**config.mk**
```make
export PLATFORM = sky130hd
export DESIGN_NAME = fetch_unit
export DESIGN_NICKNAME = d
export VERILOG_FILES = /design/src/rtl/cpu_pkg.sv /design/src/rtl/fetch_skid_buf.sv /design/src/rtl/fetch_unit.sv
export SDC_FILE = /design/constraint.sdc
export NUM_CORES = 1
export LEC_CHECK = 0
export ABC_AREA = 1
export CORE_ASPECT_RATIO = 1.5
export CORE_UTILIZATION = 55
export CTS_CLUSTER_SIZE = 16
export DETAILED_ROUTE_END_ITERATION = 6
export PLACE_DENSITY = 0.82
export SLEW_MARGIN = 5
export SYNTH_ARGS = -nofsm -noshare
export SYNTH_HDL_FRONTEND = slang
export SYNTH_SLANG_ARGS = --single-unit
```
**constraint.sdc**
```tcl
create_clock -name clock -period 3.7 [get_ports clock]
set_input_delay 0.37 -clock clock [delete_from_list [all_inputs] [get_ports clock]]
set_output_delay 0.37 -clock clock [all_outputs]
set_load 0.05 [all_outputs]
```
**src/rtl/cpu_pkg.sv**
```systemverilog
// Shared CPU constants: datapath widths, the NOP encoding and the opcode map.
// Pure declarations, so there is no latency and no backpressure.
package cpu_pkg;

  localparam int ADDR_W = 8;
  localparam int DATA_W = 32;

  localparam logic [31:0] NOP = 32'h0;

  localparam logic [3:0] ADD  = 4'b0100;
  localparam logic [3:0] INC  = 4'b0101;
  localparam logic [3:0] SUB  = 4'b0111;
  localparam logic [3:0] BRN  = 4'b1011;
  localparam logic [3:0] LD   = 4'b1110;
  localparam logic [3:0] SVPC = 4'b1111;

endpackage

```
**src/rtl/fetch_skid_buf.sv**
```systemverilog
// IF/ID output register with a one-entry skid slot; the output updates 1 edge after input.
// When out_rdy is low, one extra word parks in the skid slot; skid_free gates issue upstream.
module fetch_skid_buf #(
  parameter int ADDR_W = 8,
  parameter int DATA_W = 32
) (
  input  logic              clock,
  input  logic              reset_n,
  input  logic              flush,
  input  logic              in_vld,
  input  logic [DATA_W-1:0] in_instr,
  input  logic [ADDR_W-1:0] in_pc,
  output logic              skid_free,
  output logic              out_vld,
  output logic [DATA_W-1:0] out_instr,
  output logic [ADDR_W-1:0] out_pc,
  input  logic              out_rdy
);
  import cpu_pkg::*;

  logic              out_v_q, out_v_d;
  logic [DATA_W-1:0] out_instr_q, out_instr_d;
  logic [ADDR_W-1:0] out_pc_q, out_pc_d;
  logic              skid_v_q, skid_v_d;
  logic [DATA_W-1:0] skid_instr_q, skid_instr_d;
  logic [ADDR_W-1:0] skid_pc_q, skid_pc_d;
  logic              accept;

  // out_rdy only matters while a word is presented
  assign accept = !out_v_q || out_rdy;

  always_comb begin
    out_v_d      = out_v_q;
    out_instr_d  = out_instr_q;
    out_pc_d     = out_pc_q;
    skid_v_d     = skid_v_q;
    skid_instr_d = skid_instr_q;
    skid_pc_d    = skid_pc_q;
    if (flush) begin
      out_v_d  = 1'b0;
      skid_v_d = 1'b0;
    end else if (accept) begin
      if (skid_v_q) begin
        out_v_d      = 1'b1;
        out_instr_d  = skid_instr_q;
        out_pc_d     = skid_pc_q;
        skid_v_d     = in_vld;
        skid_instr_d = in_instr;
        skid_pc_d    = in_pc;
      end else begin
        out_v_d = in_vld;
        if (in_vld) begin
          out_instr_d = in_instr;
          out_pc_d    = in_pc;
        end
      end
    end else if (in_vld) begin
      skid_v_d     = 1'b1;
      skid_instr_d = in_instr;
      skid_pc_d    = in_pc;
    end
  end

  assign skid_free = !skid_v_d;

  always_ff @(posedge clock or negedge reset_n) begin
    if (!reset_n) begin
      out_v_q      <= 1'b0;
      out_instr_q  <= NOP;
      out_pc_q     <= '0;
      skid_v_q     <= 1'b0;
      skid_instr_q <= NOP;
      skid_pc_q    <= '0;
    end else begin
      out_v_q      <= out_v_d;
      out_instr_q  <= out_instr_d;
      out_pc_q     <= out_pc_d;
      skid_v_q     <= skid_v_d;
      skid_instr_q <= skid_instr_d;
      skid_pc_q    <= skid_pc_d;
    end
  end

  assign out_vld   = out_v_q;
  assign out_instr = out_instr_q;
  assign out_pc    = out_pc_q;

endmodule

```
**src/rtl/fetch_unit.sv**
```systemverilog
// Instruction fetch: PC, one-cycle memory latency tracking, IF/ID register; fill latency 2 edges.
// Decode stalls via instr_ready; issue stops once the skid slot is occupied, and a redirect flushes all.
module fetch_unit #(
  parameter int ADDR_W = 8,
  parameter int DATA_W = 32
) (
  input  logic              clock,
  input  logic              reset_n,
  output logic [ADDR_W-1:0] imem_addr,
  input  logic [DATA_W-1:0] imem_data,
  input  logic              redirect_valid,
  input  logic [ADDR_W-1:0] redirect_target,
  output logic [DATA_W-1:0] instr_out,
  output logic [ADDR_W-1:0] instr_pc,
  output logic              instr_valid,
  input  logic              instr_ready
);
  import cpu_pkg::*;

  logic [ADDR_W-1:0] pc_q, pc_d;
  logic              infl_v_q, infl_v_d;
  logic [ADDR_W-1:0] infl_pc_q, infl_pc_d;
  logic              skid_free;

  fetch_skid_buf #(
    .ADDR_W (ADDR_W),
    .DATA_W (DATA_W)
  ) u_skid (
    .clock     (clock),
    .reset_n   (reset_n),
    .flush     (redirect_valid),
    .in_vld    (infl_v_q),
    .in_instr  (imem_data),
    .in_pc     (infl_pc_q),
    .skid_free (skid_free),
    .out_vld   (instr_valid),
    .out_instr (instr_out),
    .out_pc    (instr_pc),
    .out_rdy   (instr_ready)
  );

  // The memory samples pc_q on every edge, so a held PC is re-read on the issue after a stall.
  // A non-issuing edge always leaves the inflight slot empty: its word went to skid or output.
  always_comb begin
    pc_d      = pc_q;
    infl_v_d  = 1'b0;
    infl_pc_d = infl_pc_q;
    if (redirect_valid) begin
      pc_d = redirect_target;
    end else if (skid_free) begin
      infl_v_d  = 1'b1;
      infl_pc_d = pc_q;
      pc_d      = pc_q + ADDR_W'(1);
    end
  end

  always_ff @(posedge clock or negedge reset_n) begin
    if (!reset_n) begin
      pc_q      <= '0;
      infl_v_q  <= 1'b0;
      infl_pc_q <= '0;
    end else begin
      pc_q      <= pc_d;
      infl_v_q  <= infl_v_d;
      infl_pc_q <= infl_pc_d;
    end
  end

  assign imem_addr = pc_q;

endmodule

```
==> results of run 1 <==
## layer usage
metal | GRT usage [%] | part of all wire, % | vias up
met3 | 3.23 | 3.2 | 20
li1 | - | - | 1752
met1 | 28.8 | 42 | 1616
met4 | 11.1 | 2.6 | 0
met5 | 0 | 0 | -
met2 | 39.0 | 52 | 80
## report_power, final
| group | internal [mW] | leakage [nW] | total [mW] | switching [mW] |
|---|---|---|---|---|
| logic | 0.411 | 1.38 | 1.17 | 0.757 |
| registers | 1.34 | 1.23 | 1.50 | 0.155 |
| clock network | 0.570 | 0.151 | 0.940 | 0.370 |
## logic make-up after synthesis
family          share of synthesized area [%]
flops                                    55.6
buf+inv                                  8.57
compound gates                           18.9
xor+xnor                                0.393
simple gates                             16.2
fa+ha+maj                               0.281
## through the flow
| step | total power [mW] | setup WS [ns] | instance area, sq um | hold WS [ns] | util (%) |
|---|---|---|---|---|---|
| floorplan | 2.28 | 2.08 | 4450 | 0.0744 | - |
| global placement | 2.64 | 1.14 | 5370 | 0.465 | 69.6 |
| detailed placement | 2.68 | 1.05 | 5370 | 0.468 | 69.6 |
| CTS | 3.63 | 1.36 | 5670 | 0.218 | 73.5 |
| global route | 3.78 | 1.14 | 5670 | 0.237 | 73.5 |
| finish | 3.60 | 1.37 | 5670 | 0.169 | 73.5 |
## area by class of cell
cell class	count	share of cell area, %
clock buffers	12	4.70
clock inverters	2	0.618
inverters	54	3.64
multi-input cells	319	28.2
flip-flops and latches	99	43.7
well taps	102	2.25
repair buffers	97	16.9
## final timing paths
kind / from / to / depth (start not counted)
hold / removal: reset_n / u_skid.out_vld$_DFFE_PN0P_ / 1
setup reg to reg: u_skid.out_vld$_DFFE_PN0P_ / u_skid.skid_pc_q[5]$_DFFE_PN0P_ / 5
hold reg to reg: u_skid.out_instr[21]$_DFFE_PN0P_ / u_skid.out_instr[21]$_DFFE_PN0P_ / 2
max in group asynchronous: reset_n / u_skid.out_instr[30]$_DFFE_PN0P_ / 2
min in group clock: u_skid.out_instr[21]$_DFFE_PN0P_ / u_skid.out_instr[21]$_DFFE_PN0P_ / 2
setup / recovery: instr_ready / u_skid.skid_pc_q[5]$_DFFE_PN0P_ / 7
## worst max-delay path, cell delays in order
cell,delay (ns)
clkdlybuf4s50_1,0.44
inv_2,0.06
nand2_1,0.12
o21ai_4,0.91
buf_4,0.45
nand2_1,0.11
o21ai_1,0.10
## flip-flops by register name (all words and copies together), names as in the netlist
| signal | cells |
|---|---|
| u_skid.skid_v_q | 1 |
| imem_addr | 8 |
| u_skid.skid_instr_q | 32 |
| infl_v_q | 1 |
| infl_pc_q | 8 |
| u_skid.out_vld | 1 |
| u_skid.out_instr | 32 |
| u_skid.skid_pc_q | 8 |
| u_skid.out_pc | 8 |
## cell usage after synthesis, drive strengths merged
cell type	n	area (sq um)
clkbuf	4	15.0
nand2	156	586
o211ai	2	15.0
xor2	1	8.76
nand3	12	72.6
xnor2	1	8.76
nor2	9	36.3
o21ai	129	800
ha	1	12.5
buf	22	161
o21a	1	7.51
a21oi	3	18.8
or2	1	6.26
nor3	1	10.0
inv	54	205
dfrtp	99	2480
nand4	2	12.5
==> flow_metrics.tcl, run 1 <==
set metrics [dict create \
    final-setup-viol-count 0 \
    multi_input_area_sq_um 1600 \
    cts_tree "yes" \
    dp.cells 671 \
    grt_pass1_vias 3297 \
    via_per_inst 5.06 \
    rsz0062_at_grt "no" \
    post_cts_buffers 0 \
    clockBufferDepth 2 \
    gp_congestion 0.759 \
    yosysWarnings 0 \
    num_vias 3468 \
    grtUsageTotal_pct 23.2 \
    grt_max_degree 82 \
    postCtsResizedCells 0 \
    leakage_nw 2.76 \
    grt_overflow 0 \
    diodes 0 \
    max-cap-violations 0 \
    yosysSeqAreaShare_pct 55.6 \
    fin_crit_sh_pct 63.1 \
    layout_commonest_cell "nand2_1" \
    final_cell_mix "nand2_1, dfrtp_1, clkdlybuf4s50_1" \
    cellPowerDensity_nw_per_um2 636 \
    syn_inst 498 \
    regArea_sq_um 2480 \
    numCtsBuffers 9 \
    drtPass1Iterations 6 \
    die_height_um 112 \
    fin_nets 625 \
    antenna_found_initial 0 \
    final_max_slew_viol_count 0 \
    ant_nets 0 \
    dieWidth_um 75.5 \
    cts_hold_buf 0 \
    holdCritPathClass "in -> async" \
    rrSetupSlack_ns 1.51 \
    crit_type "in -> reg" \
    endpoint_kind "register" \
    clockRootBuffer "clkbuf_16" \
    instances_no_fill 685 \
    relSlewSlack_pct 23.2 \
    drive_above_1_share_pct 12.2 \
    peakVddDrop_uv 362 \
    initialDrtViolationCount 232 \
    clock-sinks 99 \
    synth_nets 543 \
    fmax_ghz 0.429 \
    cts.reportedPaths.clkPinSlew_ns 0.06 \
    skew_ns 0.00502 \
    syn_area_sq_um 4450 \
    status "completed" \
    drc_errors 0 \
    wl_mm 8.95 \
    cp.arrival_ns 2.59 \
    portBuffers 92 \
    critPathMaxFanout 50 \
    num_rows 39 \
    clk_latency_ns 0.34 \
    initial_core_util_pct 57.8 \
    fin_tns_setup_ns 0 \
    ys_seq_elements 99 \
    dieArea_sq_um 8470 \
    hpwl_mm 6.05 \
    tightest_slew_ns 1.15 \
    cts_max_level 3 \
    syn2layout_area_growth_pct 27.3 \
    avgSynthCellArea_sq_um 8.94 \
    core_area_sq_um 7710 \
    nFillCells 606 \
    wl_per_cell_um 13.1 \
    cp.required_ns 3.96 \
    hold_viol 0 \
    final.min_clock_period_ns 2.33 \
    startpoint_type "input pin" \
    yosysUniqueCellTypes 26 \
    grt_pass1_wl_mm 14.9 \
    io_pins 93 \
]
No activity file was read; power rests on OpenSTA's default activity.
==> inputs of run 2 (changes only) <==
--- a/config.mk
+++ b/config.mk
@@ -7,10 +7,10 @@
 export LEC_CHECK = 0
 export ABC_AREA = 1
 export CORE_ASPECT_RATIO = 1.5
-export CORE_UTILIZATION = 55
+export CORE_UTILIZATION = 51
 export CTS_CLUSTER_SIZE = 16
 export DETAILED_ROUTE_END_ITERATION = 6
-export PLACE_DENSITY = 0.82
+export PLACE_DENSITY = 0.77
 export SLEW_MARGIN = 5
 export SYNTH_ARGS = -nofsm -noshare
 export SYNTH_HDL_FRONTEND = slang
==> constraint.sdc (replaced) <==
create_clock -name clock -period 2.3 [get_ports clock]
set_input_delay 0.23 -clock clock [delete_from_list [all_inputs] [get_ports clock]]
set_output_delay 0.23 -clock clock [all_outputs]
set_load 0.05 [all_outputs]
==> flow_metrics.tcl, run 2 (synthesis results as in run 1) <==
set metrics [dict create \
    status "completed" \
    syn2layout_area_growth_pct 28.4 \
    grt_pass1_wl_mm 15.2 \
    dieWidth_um 78.3 \
    post_cts_buffers 0 \
    cp.required_ns 2.07 \
    via_per_inst 5.06 \
    cp.arrival_ns 1.69 \
    antenna_found_initial 0 \
    wl_per_cell_um 13.1 \
    startpoint_type "register" \
    place_area_sq_um 5450 \
    drc_errors 0 \
    path_cells "clkdlybuf4s50_1" \
    fin_crit_sh_pct 83.3 \
    critPathBufInv 1 \
    diodes 0 \
    hold_slack_ns 0.435 \
    layout_commonest_cell "nand2_1" \
    grtUsageTotal_pct 21.7 \
    final.min_clock_period_ns 1.92 \
    wl_mm 9.08 \
    gp_congestion 0.770 \
    design_area_sq_um 5720 \
    critPathMaxStageDelay_ns 0.86 \
    cts.reportedPaths.clkPinSlew_ns 0.06 \
    grt_overflow 0 \
    endpoint_kind "output port" \
    max-cap-violations 0 \
    cts_tree "yes" \
    core_area_sq_um 8460 \
    rsz0062_at_grt "no" \
    numCtsBuffers 9 \
    num_rows 41 \
    rrSetupSlack_ns 0.74 \
    relSlewSlack_pct 55.7 \
    critPathMaxFanout 7 \
    clk_latency_ns 0.34 \
    crit_type "reg -> out" \
    final_cell_mix "nand2_1, dfrtp_1, clkdlybuf4s50_1" \
    portBuffers 92 \
    fin_tns_setup_ns 0 \
    holdCritPathClass "in -> async" \
    skew_ns 0.00747 \
    initialDrtViolationCount 254 \
    num_vias 3514 \
    hold_viol 0 \
    peakVddDrop_uv 547 \
    fin_nets 629 \
    cellPowerDensity_nw_per_um2 989 \
    dieArea_sq_um 9120 \
    clockBufferDepth 2 \
    cp_slowest_cell "clkdlybuf4s50_1" \
    ant_nets 0 \
    final_max_slew_viol_count 0 \
    total_power_mw 5.65 \
    io_pins 93 \
    drtPass1Iterations 4 \
    fmax_ghz 0.522 \
    final-setup-viol-count 0 \
    grt_pass1_vias 3367 \
    drive_above_1_share_pct 12.4 \
    hpwl_mm 6.09 \
    initial_core_util_pct 52.6 \
    cts_max_level 3 \
    crit_family "buffers and inverters" \
    postCtsResizedCells 0 \
    leakage_nw 2.78 \
    grt_max_degree 81 \
    clock-sinks 99 \
    die_height_um 116 \
    tightest_slew_ns 0.665 \
    cts_hold_buf 1 \
    clockRootBuffer "clkbuf_16" \
]
run 2: changes by cell type in the layout (fill, tap and decap cells not counted):
cell           delta
dlygate4sd3_1     +1
bufinv_16         -1
clkinv_2          +2
buf_4             -1
clkbuf_1          +2
clkbuf_8          -2
buf_12            +4
run 2: report_power, final:
part / internal (mW) / switching [mW]
combinational: 0.678 / 1.22
clock: 0.752 / 0.601
sequential: 2.16 / 0.249
run 2: layer usage:
layer / vias up / wire (um) / track usage, %
met5: - / 0 / 0
met1: 1661 / 3960 / 26.8
met3: 10 / 331 / 3.67
met4: 0 / 162 / 10.0
met2: 80 / 4620 / 37.4
li1: 1763 / - / -
run 2: cell type report:
type                    count  area, sq um
clock buffers              12          246
clock inverters             3         15.0
fillers                   681         2750
inverters                  54          206
multi-input cells         319         1600
flip-flops and latches     99         2480
well taps                 107          134
repair buffers            101         1040
run 2: per-stage QoR:
stage | std cells | util (%) | worst slack [ns]
floorplan | 498 | - | 0.683
global placement | 679 | 64.4 | 0.631
detailed placement | 679 | 64.4 | 0.524
CTS | 695 | 67.6 | 0.386
global route | 695 | 67.6 | 0.345
finish | 695 | 67.6 | 0.385
run 2: path summary, 6_finish.rpt:
check	startpoint	endpoint	depth (start not counted)
worst max-delay path	imem_addr[4]$_DFFE_PN0P_	imem_addr[4]	1
worst min-delay path	reset_n	u_skid.out_instr[26]$_DFFE_PN0P_	2
worst max register to register	u_skid.skid_v_q$_DFF_PN0_	u_skid.out_instr[2]$_DFFE_PN0P_	4
worst min register to register	u_skid.out_instr[15]$_DFFE_PN0P_	u_skid.out_instr[15]$_DFFE_PN0P_	2
max in group asynchronous	reset_n	u_skid.out_instr[29]$_DFFE_PN0P_	3
min in group clock	redirect_target[6]	imem_addr[6]$_DFFE_PN0P_	3
==> inputs of run 3 (changes only) <==
--- a/config.mk
+++ b/config.mk
@@ -7,10 +7,10 @@
 export LEC_CHECK = 0
 export ABC_AREA = 1
 export CORE_ASPECT_RATIO = 1.5
-export CORE_UTILIZATION = 51
+export CORE_UTILIZATION = 46
 export CTS_CLUSTER_SIZE = 16
 export DETAILED_ROUTE_END_ITERATION = 6
-export PLACE_DENSITY = 0.77
+export PLACE_DENSITY = 0.73
 export SLEW_MARGIN = 5
 export SYNTH_ARGS = -nofsm -noshare
 export SYNTH_HDL_FRONTEND = slang
==> constraint.sdc (replaced) <==
create_clock -name clock -period 1.5 [get_ports clock]
set_input_delay 0.15 -clock clock [delete_from_list [all_inputs] [get_ports clock]]
set_output_delay 0.15 -clock clock [all_outputs]
set_load 0.05 [all_outputs]
==> flow_metrics.tcl, run 3 (synthesis results as in run 1) <==
set metrics [dict create \
    busiest_layer "met2" \
    portBuffers 92 \
    skew_ns 0.00566 \
    cts_max_level 3 \
    p_sw_share_pct 36.9 \
    place_area_sq_um 5470 \
    design_area_sq_um 5740 \
    cts_tree "yes" \
    drive_above_1_share_pct 22.8 \
    clockRootBuffer "clkbuf_16" \
    hold_viol 0 \
    critPathMaxFanout 20 \
    cellPowerDensity_nw_per_um2 1500 \
    ant_nets 0 \
    clock-sinks 99 \
    p_comb_share_pct 33.3 \
    p_clk_share_pct 23.8 \
    antenna_found_initial 0 \
    final.min_clock_period_ns 1.38 \
    grt_pass1_vias 3198 \
    dieArea_sq_um 10100 \
    fin_crit_sh_pct 91.8 \
    final_cell_mix "nand2_1, dfrtp_1, buf_4" \
    num_rows 43 \
    final-setup-viol-count 0 \
    grt_max_degree 81 \
    rsz0062_at_grt "no" \
    initialDrtViolationCount 207 \
    post-place-ws_ns -0.0646 \
    crit_family "flip-flops" \
    holdCritPathClass "in -> async" \
    gp_congestion 0.738 \
    via_per_inst 4.84 \
    startpoint_type "register" \
    peakVddDrop_uv 1030 \
    wl_mm 8.72 \
    diodes 0 \
    die_height_um 123 \
    hpwl_mm 6.23 \
    drtPass1Iterations 4 \
    final_max_slew_viol_count 0 \
    critPathBufInv 2 \
    grt_pass1_wl_mm 14.5 \
    grt_overflow 0 \
    numCtsBuffers 9 \
    syn2layout_area_growth_pct 28.9 \
    clockBufferDepth 2 \
    tightest_slew_ns 0.553 \
    drc_errors 0 \
    endpoint_kind "register" \
    leakage_nw 2.90 \
    layout_commonest_cell "nand2_1" \
    wl_per_cell_um 12.2 \
    dieWidth_um 82.3 \
    crit_type "reg -> reg" \
    max-cap-violations 0 \
    path_cells "nor2_1 > nor3_2 > clkinv_2 > buf_4 > nand2_1 > o21ai_2" \
    relSlewSlack_pct 63.1 \
    seqPwrFrac_pct 42.9 \
    layout_setup_ws_ns 0.123 \
    critPathMaxStageDelay_ns 0.44 \
    post_cts_buffers 0 \
    status "completed" \
    grtUsageMet3_pct 4.91 \
    p_int_mw 5.42 \
    fin_tns_setup_ns 0 \
    io_pins 93 \
    core_area_sq_um 9310 \
    grtUsageTotal_pct 18.9 \
    cts.reportedPaths.clkPinSlew_ns 0.06 \
    use_met2_pct 31.1 \
    initial_core_util_pct 47.8 \
    grt.met1_usage_pct 23.8 \
    cp.arrival_ns 1.59 \
    fin_nets 640 \
    cp.required_ns 1.72 \
    fmax_ghz 0.726 \
    clk_latency_ns 0.33 \
    switchingPower_mw 3.17 \
    cp_slowest_cell "dfrtp_1" \
    num_vias 3448 \
]
==> run 3: cell count changes in the layout (fill, tap and decap cells not counted), sizes merged <==
cell           before  now
buf                 9   69
clkdlybuf4s50      91   42
clkbuf             12   11
clkinvlp            0    2
==> run 3: path summary, 6_finish.rpt <==
| kind | slack, ns | endpoint | depth (start not counted) | from |
|---|---|---|---|---|
| worst max-delay path | 0.12 | u_skid.out_instr[29]$_DFFE_PN0P_ | 6 | infl_v_q$_DFF_PN0_ |
| worst min-delay path | 0.34 | u_skid.skid_instr_q[0]$_DFFE_PN0P_ | 3 | reset_n |
| worst max register to register | 0.12 | u_skid.out_instr[29]$_DFFE_PN0P_ | 6 | infl_v_q$_DFF_PN0_ |
| worst min register to register | 0.48 | u_skid.out_instr[12]$_DFFE_PN0P_ | 2 | u_skid.out_instr[12]$_DFFE_PN0P_ |
| max in group asynchronous | 0.66 | u_skid.skid_instr_q[18]$_DFFE_PN0P_ | 3 | reset_n |
| min in group clock | 0.37 | imem_addr[6]$_DFFE_PN0P_ | 3 | redirect_target[6] |
==> run 3: through the flow <==
step	hold slack, ns	utilization [%]	total power [mW]	cells
after global routing	0.368	61.7	9.10	712
after global placement	0.166	58.7	6.53	695
after CTS	0.356	61.7	8.68	712
after detailed placement	0.164	58.7	6.61	695
final	0.338	61.7	8.60	712
after floorplan	-0.146	-	5.64	498
==> run 3: worst register-to-register path, delay by kind of cell, from the launching register on <==
| kind | cells | cell delay, ns |
|---|---|---|
| flip-flops | 1 | 0.44 |
| AND/OR/NAND/NOR | 3 | 0.41 |
| buffers and inverters | 2 | 0.36 |
| AO/OA/AOI/OAI | 1 | 0.05 |
==> run 3: metal layers <==
metal	wire, um	vias up
li1	-	1781
met1	3800	1580
met2	4440	77
met3	370	10
met4	115	0
met5	0	-
==> run 3: layout make-up <==
cell class / instances / area, sq um
flip-flops and latches: 99 / 2480
inverters: 54 / 206
repair buffers: 112 / 1050
fillers: 822 / 3570
multi-input cells: 319 / 1600
well taps: 112 / 140
clock buffers: 11 / 233
clock inverters: 5 / 30.0
==> run 3: power by group through the flow <==
stage	logic [mW]	registers, mW	clock network, mW
floorplan	0.978	4.66	0
global placement	2.82	3.70	0
detailed placement	2.89	3.73	0
CTS	2.90	3.68	2.10
global route	3.11	3.75	2.23
finish	2.86	3.69	2.05
==> run 3: what timing repair did <==
item,4_1_cts,5_1_grt
resized for setup,0,1
hold buffers,1,0
endpoints found under the setup margin,0,1
endpoints found under the hold margin,99,0
